--- config.mk ---
export PLATFORM = sky130hd
export DESIGN_NAME = alu_result_capture
export DESIGN_NICKNAME = d
export VERILOG_FILES = /design/src/rtl/alu_result_capture.sv
export SDC_FILE = /design/constraint.sdc
export NUM_CORES = 1
export LEC_CHECK = 0
export ABC_AREA = 1
export ABC_CLOCK_PERIOD_IN_PS = 3800
export BUFFER_PORTS_ARGS = -buffer_cell sky130_fd_sc_hd__buf_4
export CORE_MARGIN = 3
export CORE_UTILIZATION = 55
export CTS_CLUSTER_SIZE = 12
export DETAILED_ROUTE_END_ITERATION = 6
export PLACE_DENSITY = 0.8
export SLEW_MARGIN = 5
export SYNTH_ARGS = -nofsm -noshare
export SYNTH_HDL_FRONTEND = slang
export SYNTH_SLANG_ARGS = --single-unit
--- constraint.sdc ---
create_clock -name clk -period 3.8 [get_ports clk]
set_clock_uncertainty 0.2 [all_clocks]
set_input_delay 0.38 -clock clk [delete_from_list [all_inputs] [get_ports clk]]
set_output_delay 0.38 -clock clk [all_outputs]
set_load 0.05 [all_outputs]
--- src/rtl/alu_result_capture.sv ---
// alu_result_capture: two-entry skid stage capturing ALU results for writeback/branch logic
module alu_result_capture #(
  parameter int DW = 32,
  parameter int RW = 5,
  parameter int CW = 16
) (
  input  logic          clk,
  input  logic          rst,
  input  logic          flush,
  input  logic          in_valid,
  output logic          in_ready,
  input  logic [DW-1:0] in_result,
  input  logic          in_zero,
  input  logic [RW-1:0] in_rd,
  input  logic          in_regwrite,
  input  logic          in_branch,
  output logic          out_valid,
  input  logic          out_ready,
  output logic [DW-1:0] out_result,
  output logic          out_zero,
  output logic [RW-1:0] out_rd,
  output logic          out_regwrite,
  output logic          branch_taken,
  output logic [CW-1:0] acc_cnt,
  output logic [CW-1:0] zero_cnt
);
  localparam int EW = DW + RW + 3;
  // entry layout: {branch, regwrite, rd, zero, result}
  logic [EW-1:0] ent_in, head_q, head_d, skid_q, skid_d;
  logic          head_v_q, head_v_d, skid_v_q, skid_v_d;
  logic [CW-1:0] acc_cnt_q, acc_cnt_d, zero_cnt_q, zero_cnt_d;
  logic          accept, pop, to_skid;
  assign ent_in = {in_branch, in_regwrite, in_rd, in_zero, in_result};
  assign in_ready = !skid_v_q & !flush;
  always_comb begin
    accept = in_valid & in_ready;
    pop = head_v_q & out_ready;
    to_skid = accept & head_v_q & !pop;
    head_d = (skid_v_q & pop) ? skid_q : (accept & (!head_v_q | pop)) ? ent_in : head_q;
    skid_d = to_skid ? ent_in : skid_q;
    head_v_d = !flush & ((head_v_q & !pop) | accept | skid_v_q);
    skid_v_d = !flush & ((skid_v_q & !pop) | to_skid);
    acc_cnt_d = acc_cnt_q + {{(CW-1){1'b0}}, accept};
    zero_cnt_d = zero_cnt_q + {{(CW-1){1'b0}}, accept & in_zero};
  end
  always_ff @(posedge clk or posedge rst) begin
    if (rst) begin
      head_q <= '0;
      skid_q <= '0;
      head_v_q <= 1'b0;
      skid_v_q <= 1'b0;
      acc_cnt_q <= '0;
      zero_cnt_q <= '0;
    end else begin
      head_q <= head_d;
      skid_q <= skid_d;
      head_v_q <= head_v_d;
      skid_v_q <= skid_v_d;
      acc_cnt_q <= acc_cnt_d;
      zero_cnt_q <= zero_cnt_d;
    end
  end
  assign out_valid = head_v_q;
  assign out_result = head_q[DW-1:0];
  assign out_zero = head_q[DW];
  assign out_rd = head_q[DW+RW:DW+1];
  assign out_regwrite = head_q[DW+RW+1];
  assign branch_taken = head_v_q & head_q[EW-1] & head_q[DW];
  assign acc_cnt = acc_cnt_q;
  assign zero_cnt = zero_cnt_q;
endmodule

Word level (Yosys, flattened, before mapping)
Index checks and enable logic that the tools add are counted.

Add/sub/neg operators: 2. Muxes and demuxes: 2. Bitwise logic cells: 18. Reductions and logical operators: 5.

Operators by type and width (count): 40-bit two-way mux (2); 16-bit by 1-bit adder with 16-bit output (2); 1-bit bitwise AND (14); 1-bit logical NOT (4); 1-bit OR (4); 2-bit nonzero test (1).

Register bits after elaboration: 114. Bits of input ports: 45. Output and inout port bits: 74. Logic and storage cells: 33.

Longest topological paths before layout
Gate-level depths: netlist (run 1).

Depth after elaboration: 7. Gate-level depth with buffers: 10. Gate-level depth less buffers: 10.

Worst setup path after synthesis (run 1)
No wires, ideal clock.

Path type: register to register. Start: reg skid_v_q. End: reg skid_q[19]. Library setup time: 0.130 ns. Arrival time: 1.826 ns. Required time: 3.470 ns. Slack: 1.643 ns. Stages on the path, launching flop included: 6. Buffers on the path: 1. Clock period less this slack: 2.157 ns. Cell sequence: dfrtp_1 -> nor2_1 -> nand4_2 -> clkbuf_1 -> nand2_1 -> o21ai_1.

Cells in the longest elaborated chain, start to end: 5.

RTL lines: from (decl) (RTL line 30) `logic head_v_q, head_v_d, skid_v_q, skid_v_d;`; from (signal assigned) (RTL line 58) `skid_v_q <= skid_v_d;`; 1-bit logical NOT (RTL line 34) `assign in_ready = !skid_v_q & !flush;`; 1-bit bitwise AND (RTL line 34); net in_ready (RTL line 11) `output logic in_ready,`; 1-bit bitwise AND (RTL line 36) `accept = in_valid & in_ready;`; 1-bit bitwise AND (2 in series) (RTL line 38) `to_skid = accept & head_v_q & !pop;`; to (signal assigned) (RTL line 56) `skid_q <= skid_d;`; to (decl) (RTL line 29) `logic [EW-1:0] ent_in, head_q, head_d, skid_q, skid_d;`.

The timed path passes the listed nets, and every way through them passes these cells. A chain may end at the register's enable or synchronous reset.

Final worst setup path (run 1)
Start: reg head_v_q (netlist: out_valid). End: reg head_q[11].

Cells in the longest elaborated chain, start to end: 4. Elaborated cells on any way between the ends: 7. Classes of those cells: 1 x mux; 4 x bitwise; 2 x reduce/logical.

RTL lines: from (decl) (RTL line 30); from (signal assigned) (RTL line 57) `head_v_q <= head_v_d;`; 1-bit bitwise AND / 1-bit logical NOT (equally long branches) (RTL line 37, 39); 1-bit OR (RTL line 39) `head_d = (skid_v_q & pop) ? skid_q : (accept & (!head_v_q | pop)) ? ent_in : head_q;`; 1-bit bitwise AND (RTL line 39); 2-bit nonzero test (no line); to (signal assigned) (RTL line 48) `head_q <= '0;`; to (signal assigned) (RTL line 55) `head_q <= head_d;`; to (decl) (RTL line 29).

Several ways; a longest one is shown, not always the timed one.

==> metrics.txt, run 1 <==
area grow syn2layout=29.6%; CP bufs+invs=0; GPL Wtd Cong=0.858; Sink Count=114; Mapped Area=5610 um^2; GRT Residual Overflow=0; Synth Instances=707; IO Pins=119; Max FO, Critical Path=71; row count=36; WL/cell=13.5 um; Layout Nets=876; Worst R2R Setup Slack=1270 ps; LEAKAGE=3.92 nW; clock buffer depth=2; Worst EP arrival=2770 ps; Residual DRC=0; pin count of the biggest net entering global routing=72; Die Footprint=11500 um^2; first-pass GRT wire length=22.1 mm; Achievable Freq=396 MHz; Hold Startpoint=out_ready; DRT iter0 DRCs=230; vias in the first global route=4769; Post-CTS Repair Setup Buffers=0; Rel. slew slack=0.466; post-synthesis register bit count=114; Top delay family on crit path=simple AND/OR/NAND/NOR gates; worst reg2reg path endpoint=head_q[11]; Slew Limit Fails=0; input/output buffers=118; Final ANT Viol Nets=0; min setup slack post-route=1270 ps; Critical Path, Cell by Cell=nand3_4 > nand2_2 > nand2_1 > nand2_1; CORE AREA=9860 um^2; antenna violations before repair=0; final wirelength=13.1 mm; Reg-to-Reg Start=out_valid; Worst VDD drop=0.384 mV; Tightest Pin Transition=799 ps; critical path class=reg -> reg; Cell Count Post-Placement=897; CP peak stage delay=880 ps; MaxCap Viol Count=0; Worst Reg-to-Reg Cells=4; CTS clk-pin slew, worst paths=60 ps; Distinct cells, synth=25; Clock Latency Late Sink=510 ps; syn_area_per_cell=7.94 um^2; CTS tree=yes; die span in x=107 um; Worst Hold End=out_valid; syn nets=757; final non-filler cell total=971; RSZ-0062 raised after global routing=no; Num CTS Buffers=17; DR pass1 iterations=5; Die Ht=107 um; PwrDens=581 nW/um^2; Fin Setup TNS=0 ps; outcome=finished, final reports clean; via density per instance=4.95; Tot GR Track Use=0.241; Yosys warnings=0; Power, Total=4.23 mW; H-tree depth=4; Most Frequent Cell on Critical Path=nand2_1; fraction of layout cells with a size suffix above 1=0.190; Slowest-stage cell, CP=nand2_2; root buffer cell=clkbuf_8; Period Utilization, post-route=0.665; final setup fails=0; dpl ws=1300 ps; Hold WC Path Type=in -> reg; Startpoint Class=flip-flop; post-synthesis sequential area ratio=0.508; initial core utilization=0.569; Hold Path Depth=3; Worst EP required=4040 ps; number of diodes=0; DP HPWL=8.29 mm; CP endpoint kind=flip-flop; Hold Vio Cnt, Final=0; fin util=0.737; vias=4807; min Tclk post-route=2530 ps
==> cell usage after synthesis <==
cell      number  share of area
dfrtp_1      114           0.51
inv_2          1        0.00067
nand3_2        1         0.0018
buf_4         43          0.058
buf_1          2         0.0013
clkbuf_1       9         0.0060
nor3_2         1         0.0018
nand4_2        1         0.0022
buf_6          2         0.0040
ha_1           5          0.011
nand3_1       50          0.045
nand4_1        6         0.0067
o21ai_1       80          0.071
or2_1          1         0.0011
nand2_2        2         0.0022
inv_1        101          0.068
o21ai_0        5         0.0045
nand3b_1       2         0.0027
nor4_1         1         0.0011
nor2_1        30          0.020
xnor2_1        7          0.011
xor2_1         8          0.012
a21oi_1        2         0.0018
buf_2         10         0.0089
nand2_1      223           0.15
==> power breakdown <==
| group | leakage [nW] | switching [mW] | internal (mW) |
|---|---|---|---|
| combinational | 2.19 | 0.749 | 0.366 |
| clock | 0.277 | 0.532 | 0.958 |
| sequential | 1.45 | 0.177 | 1.45 |
==> through the flow <==
stage | instance area (um^2) | hold slack (ps)
after global routing | 7270 | 28.6
final | 7270 | 27.9
after floorplan | 5610 | 243
after global placement | 6280 | 272
after CTS | 7270 | 9.02
after detailed placement | 6280 | 279
==> what timing repair did <==
item                                    CTS  global route
hold buffers                             43             0
resized for setup                         0             0
hold endpoints to repair                126             0
endpoints found under the setup margin    0             0
==> worst min-delay path: cells and delay by family <==
family	cells	cell delay, ps
compound gates	1	70
buf+inv	1	100
simple gates	1	140
==> flip-flops by register name, indices dropped and copies added, names as in the netlist <==
| signal | flops |
|---|---|
| head_q | 40 |
| skid_q | 40 |
| acc_cnt | 16 |
| zero_cnt | 16 |
| out_valid | 1 |
| skid_v_q | 1 |
==> worst max-delay path by stage <==
stage	from	end	slack, ps	cells after the start
6_report	out_valid	head_q[11]	1270	4
2_1_floorplan	rst	acc_cnt[0]	200	1
3_3_place_gp	skid_v_q	head_q[9]	1420	4
3_5_place_dp	out_valid	head_q[21]	1300	4
5_1_grt	out_valid	head_q[11]	1030	4
4_1_cts	out_valid	head_q[21]	1300	4
==> kinds of logic (layout without fill, tap and decap cells) <==
| logic type | after synthesis | count (layout) | share of synthesized area |
|---|---|---|---|
| simple gates | 318 | 318 | 0.233 |
| buf+inv | 168 | 299 | 0.146 |
| flops | 114 | 114 | 0.508 |
| xor+xnor | 15 | 15 | 0.0234 |
| compound gates | 87 | 87 | 0.0776 |
| fa+ha+maj | 5 | 5 | 0.0111 |
==> layer usage <==
layer / wire length [um] / part of all wire / GRT usage / vias to the layer above
met1: 5590 / 0.43 / 0.291 / 2244
li1: - / - / - / 2392
met4: 365 / 0.028 / 0.101 / 0
met3: 550 / 0.042 / 0.0554 / 30
met2: 6620 / 0.50 / 0.415 / 141
met5: 0 / 0 / 0 / -
==> placed cells by master, fill, tap and decap left out, types with 2 or more instances in the layout <==
cell type / count
o21ai_1: 80
clkinv_2: 5
dlygate4sd3_1: 43
nor2_1: 30
bufinv_16: 2
a21oi_1: 2
clkbuf_1: 2
nand3_1: 50
buf_4: 123
nand2_2: 2
nand4_1: 6
nand2_1: 223
o21ai_0: 5
inv_1: 100
ha_1: 5
clkbuf_8: 3
xnor2_1: 7
nand3b_1: 2
xor2_1: 8
clkbuf_16: 16
clkinv_4: 2
dfrtp_1: 114
==> final cells by class <==
type,instances,area [um^2]
tap,133,166
multi-input combinational,425,1960
clock inverter,10,110
clock buffer,21,449
fill,736,2590
sequential,114,2850
timing repair buffer,166,1350
inverter,102,385
No activity file was read; power rests on OpenSTA's default activity.
==> run 2, diff against run 1 <==
Settings changed: ABC_AREA 1 to 0, ABC_CLOCK_PERIOD_IN_PS 3800 to 2100, CORE_UTILIZATION 55 to 48, PLACE_DENSITY 0.8 to 0.75.
Clock period 3.8 ns to 2.1 ns, I/O delays scaled along.
==> run 2 against run 1 <==
Non-clock buffer count up 9. Total power up 88%. Die area up 3.1%. Final cell count down 28%. Critical endpoint is now zero_cnt[14]. Largest power group unchanged.
==> metrics.txt, run 2 <==
outcome=finished, final reports clean; CP endpoint kind=flip-flop; Clock Latency Late Sink=490 ps; largest cells by area after synthesis=dfrtp_1, mux2_2, mux2i_1; register share of total power=0.380; placed inst area=5910 um^2; vias=3550; Hold WC Path Type=in -> reg; Switching Fraction=0.337; Top FF cell, synth=dfrtp_1; syn nets=467; detailed route wirelength on metal3=502 um; Sink Count=114; antenna violations before repair=0; P_int=5.27 mW; final wirelength=10.9 mm; Synth Instances=417; Rel. slew slack=0.594; root buffer cell=clkbuf_8; clock share of power=0.355; Reg-to-Reg Start=skid_v_q; cell taking the most area after synthesis=dfrtp_1; Slew Limit Fails=0; area grow syn2layout=38.1%; Hold Startpoint=in_valid; worst reg2reg path endpoint=zero_cnt[14]; DP HPWL=6.82 mm; Top delay family on crit path=simple AND/OR/NAND/NOR gates; post-synthesis sequential area ratio=0.564; Worst R2R Setup Slack=70 ps; critical path class=in -> reg; Top Metal Used=met4; NetSw=2.68 mW; Tot GR Track Use=0.192; IO Pins=119; CORE AREA=10000 um^2; most frequent cells in the layout=buf_4, dfrtp_1, nor2_1; final non-filler cell total=703; cell with the most instances after synthesis=dfrtp_1; GPL Wtd Cong=0.721; Worst VDD drop=0.837 mV; initial core utilization=0.506; Slowest-stage cell, CP=dlygate4sd3_1; DR pass1 iterations=5; CTS clk-pin slew, worst paths=50 ps; Mapped Area=5060 um^2; Worst EP arrival=2220 ps; Max FO, Critical Path=4; Final ANT Viol Nets=0; Worst Hold End=acc_cnt[0]; Critical Path, Cell by Cell=dlygate4sd3_1 > buf_4 > nor3b_4 > and2_4 > ha_4 > ha_1 > and3_4 > nand4_1 > xnor2_1; commonest non-fill, non-tap cell in the layout=buf_4; RSZ-0062 raised after global routing=no; Residual DRC=0; via density per instance=5.05; input/output buffers=118; Period Utilization, post-route=0.979; final setup fails=0; Die Ht=109 um; number of diodes=0; row count=36; Worst EP required=2270 ps; H-tree depth=4; Top Registers=head_q x40, skid_q x40; Power, Total=7.95 mW; pin count of the biggest net entering global routing=115; syn_area_per_cell=12.1 um^2; asr flop ratio synth=1.00; CP peak stage delay=540 ps; post-synthesis register bit count=114; Die Footprint=11800 um^2; CP bufs+invs=2; final hold slack=44.3 ps; fraction of layout cells with a size suffix above 1=0.379; Post-Layout Inst Area=6980 um^2; Layout Nets=607; Hold Vio Cnt, Final=0; CTS tree=yes; fin util=0.698; Hold Path Depth=3; die span in x=109 um; Worst Reg-to-Reg Cells=7; Synth top area share=0.564; Yosys warnings=0; GRT Residual Overflow=0; min Tclk post-route=2060 ps; WL/cell=15.5 um; number of synthesized flops with an enable pin=0; Achievable Freq=486 MHz; Startpoint Class=input pin; Cell Count Post-Placement=626; LEAKAGE=3.50 nW; dpl ws=32.1 ps; vias in the first global route=3627; met2 WL=5.43 mm; Post-CTS Repair Setup Buffers=0; wl on met1=4.88 mm; DRT iter0 DRCs=130; min setup slack post-route=43.9 ps; Tightest Pin Transition=608 ps; clock buffer depth=2; PwrDens=1140 nW/um^2; top post-synthesis cells by count=dfrtp_1, nor2_1, a21oi_1, mux2_2, mux2i_1; Fin Setup TNS=0 ps; combinational power share=0.265; Distinct cells, synth=26; Num CTS Buffers=17; first-pass GRT wire length=17.6 mm; MaxCap Viol Count=0
-- run 2: worst max-delay path by stage --
stage	slack (ps)	depth (start not counted)	end	from
final	40	9	zero_cnt[14]	flush
after global routing	2	7	acc_cnt[10]	skid_v_q
after detailed placement	30	7	zero_cnt[14]	skid_v_q
after CTS	3	7	zero_cnt[14]	skid_v_q
after floorplan	20	7	zero_cnt[14]	skid_v_q
after global placement	80	7	zero_cnt[14]	skid_v_q
-- run 2: power groups by stage --
stage	sequential (mW)	clock [mW]	combinational [mW]
2_1_floorplan	3.29	0	1.29
3_3_place_gp	3.01	0	2.00
3_5_place_dp	3.03	0	2.04
4_1_cts	3.01	2.87	2.12
5_1_grt	3.08	2.99	2.23
6_report	3.02	2.82	2.11
-- run 2: area by class of cell --
| cell class | count | area (um^2) |
|---|---|---|
| well taps | 133 | 166 |
| multi-input cells | 246 | 1870 |
| repair buffers | 175 | 1490 |
| clock inverters | 13 | 159 |
| fillers | 717 | 3020 |
| flip-flops and latches | 114 | 2850 |
| clock buffers | 19 | 432 |
| inverters | 3 | 15.0 |
-- run 2: timing repair --
action                                  4_1_cts  5_1_grt
endpoints found under the hold margin       198        0
cloned                                        0        0
endpoints found under the setup margin        1        9
pin swaps                                     1        1
resized for setup                             3        4
hold buffers                                 45        0
-- run 2: cell families (layout without fill, tap and decap cells) --
| logic type | count (synthesis) | count (layout) | share of synthesized area |
|---|---|---|---|
| XOR/XNOR | 28 | 28 | 0.0500 |
| adder cells (fa/ha/maj) | 5 | 5 | 0.0124 |
| buffers and inverters | 57 | 210 | 0.0740 |
| AND/OR/NAND/NOR | 90 | 90 | 0.0873 |
| AO/OA/AOI/OAI | 43 | 43 | 0.0440 |
| flip-flops | 114 | 114 | 0.564 |
| multiplexers | 80 | 80 | 0.168 |
-- run 2: layer usage --
| metal | up-vias | GRT usage |
|---|---|---|
| li1 | 1687 | - |
| met1 | 1773 | 0.247 |
| met2 | 83 | 0.324 |
| met3 | 7 | 0.0533 |
| met4 | 0 | 0.0433 |
| met5 | - | 0 |
-- run 2: worst reg2reg max path, cell delays in order, from the launching register on --
cell and delay [ps]:
dfrtp_1 400, nor3b_4 240, and2_4 200, ha_4 160
ha_1 200, and3_4 220, nand4_1 130, xnor2_1 170
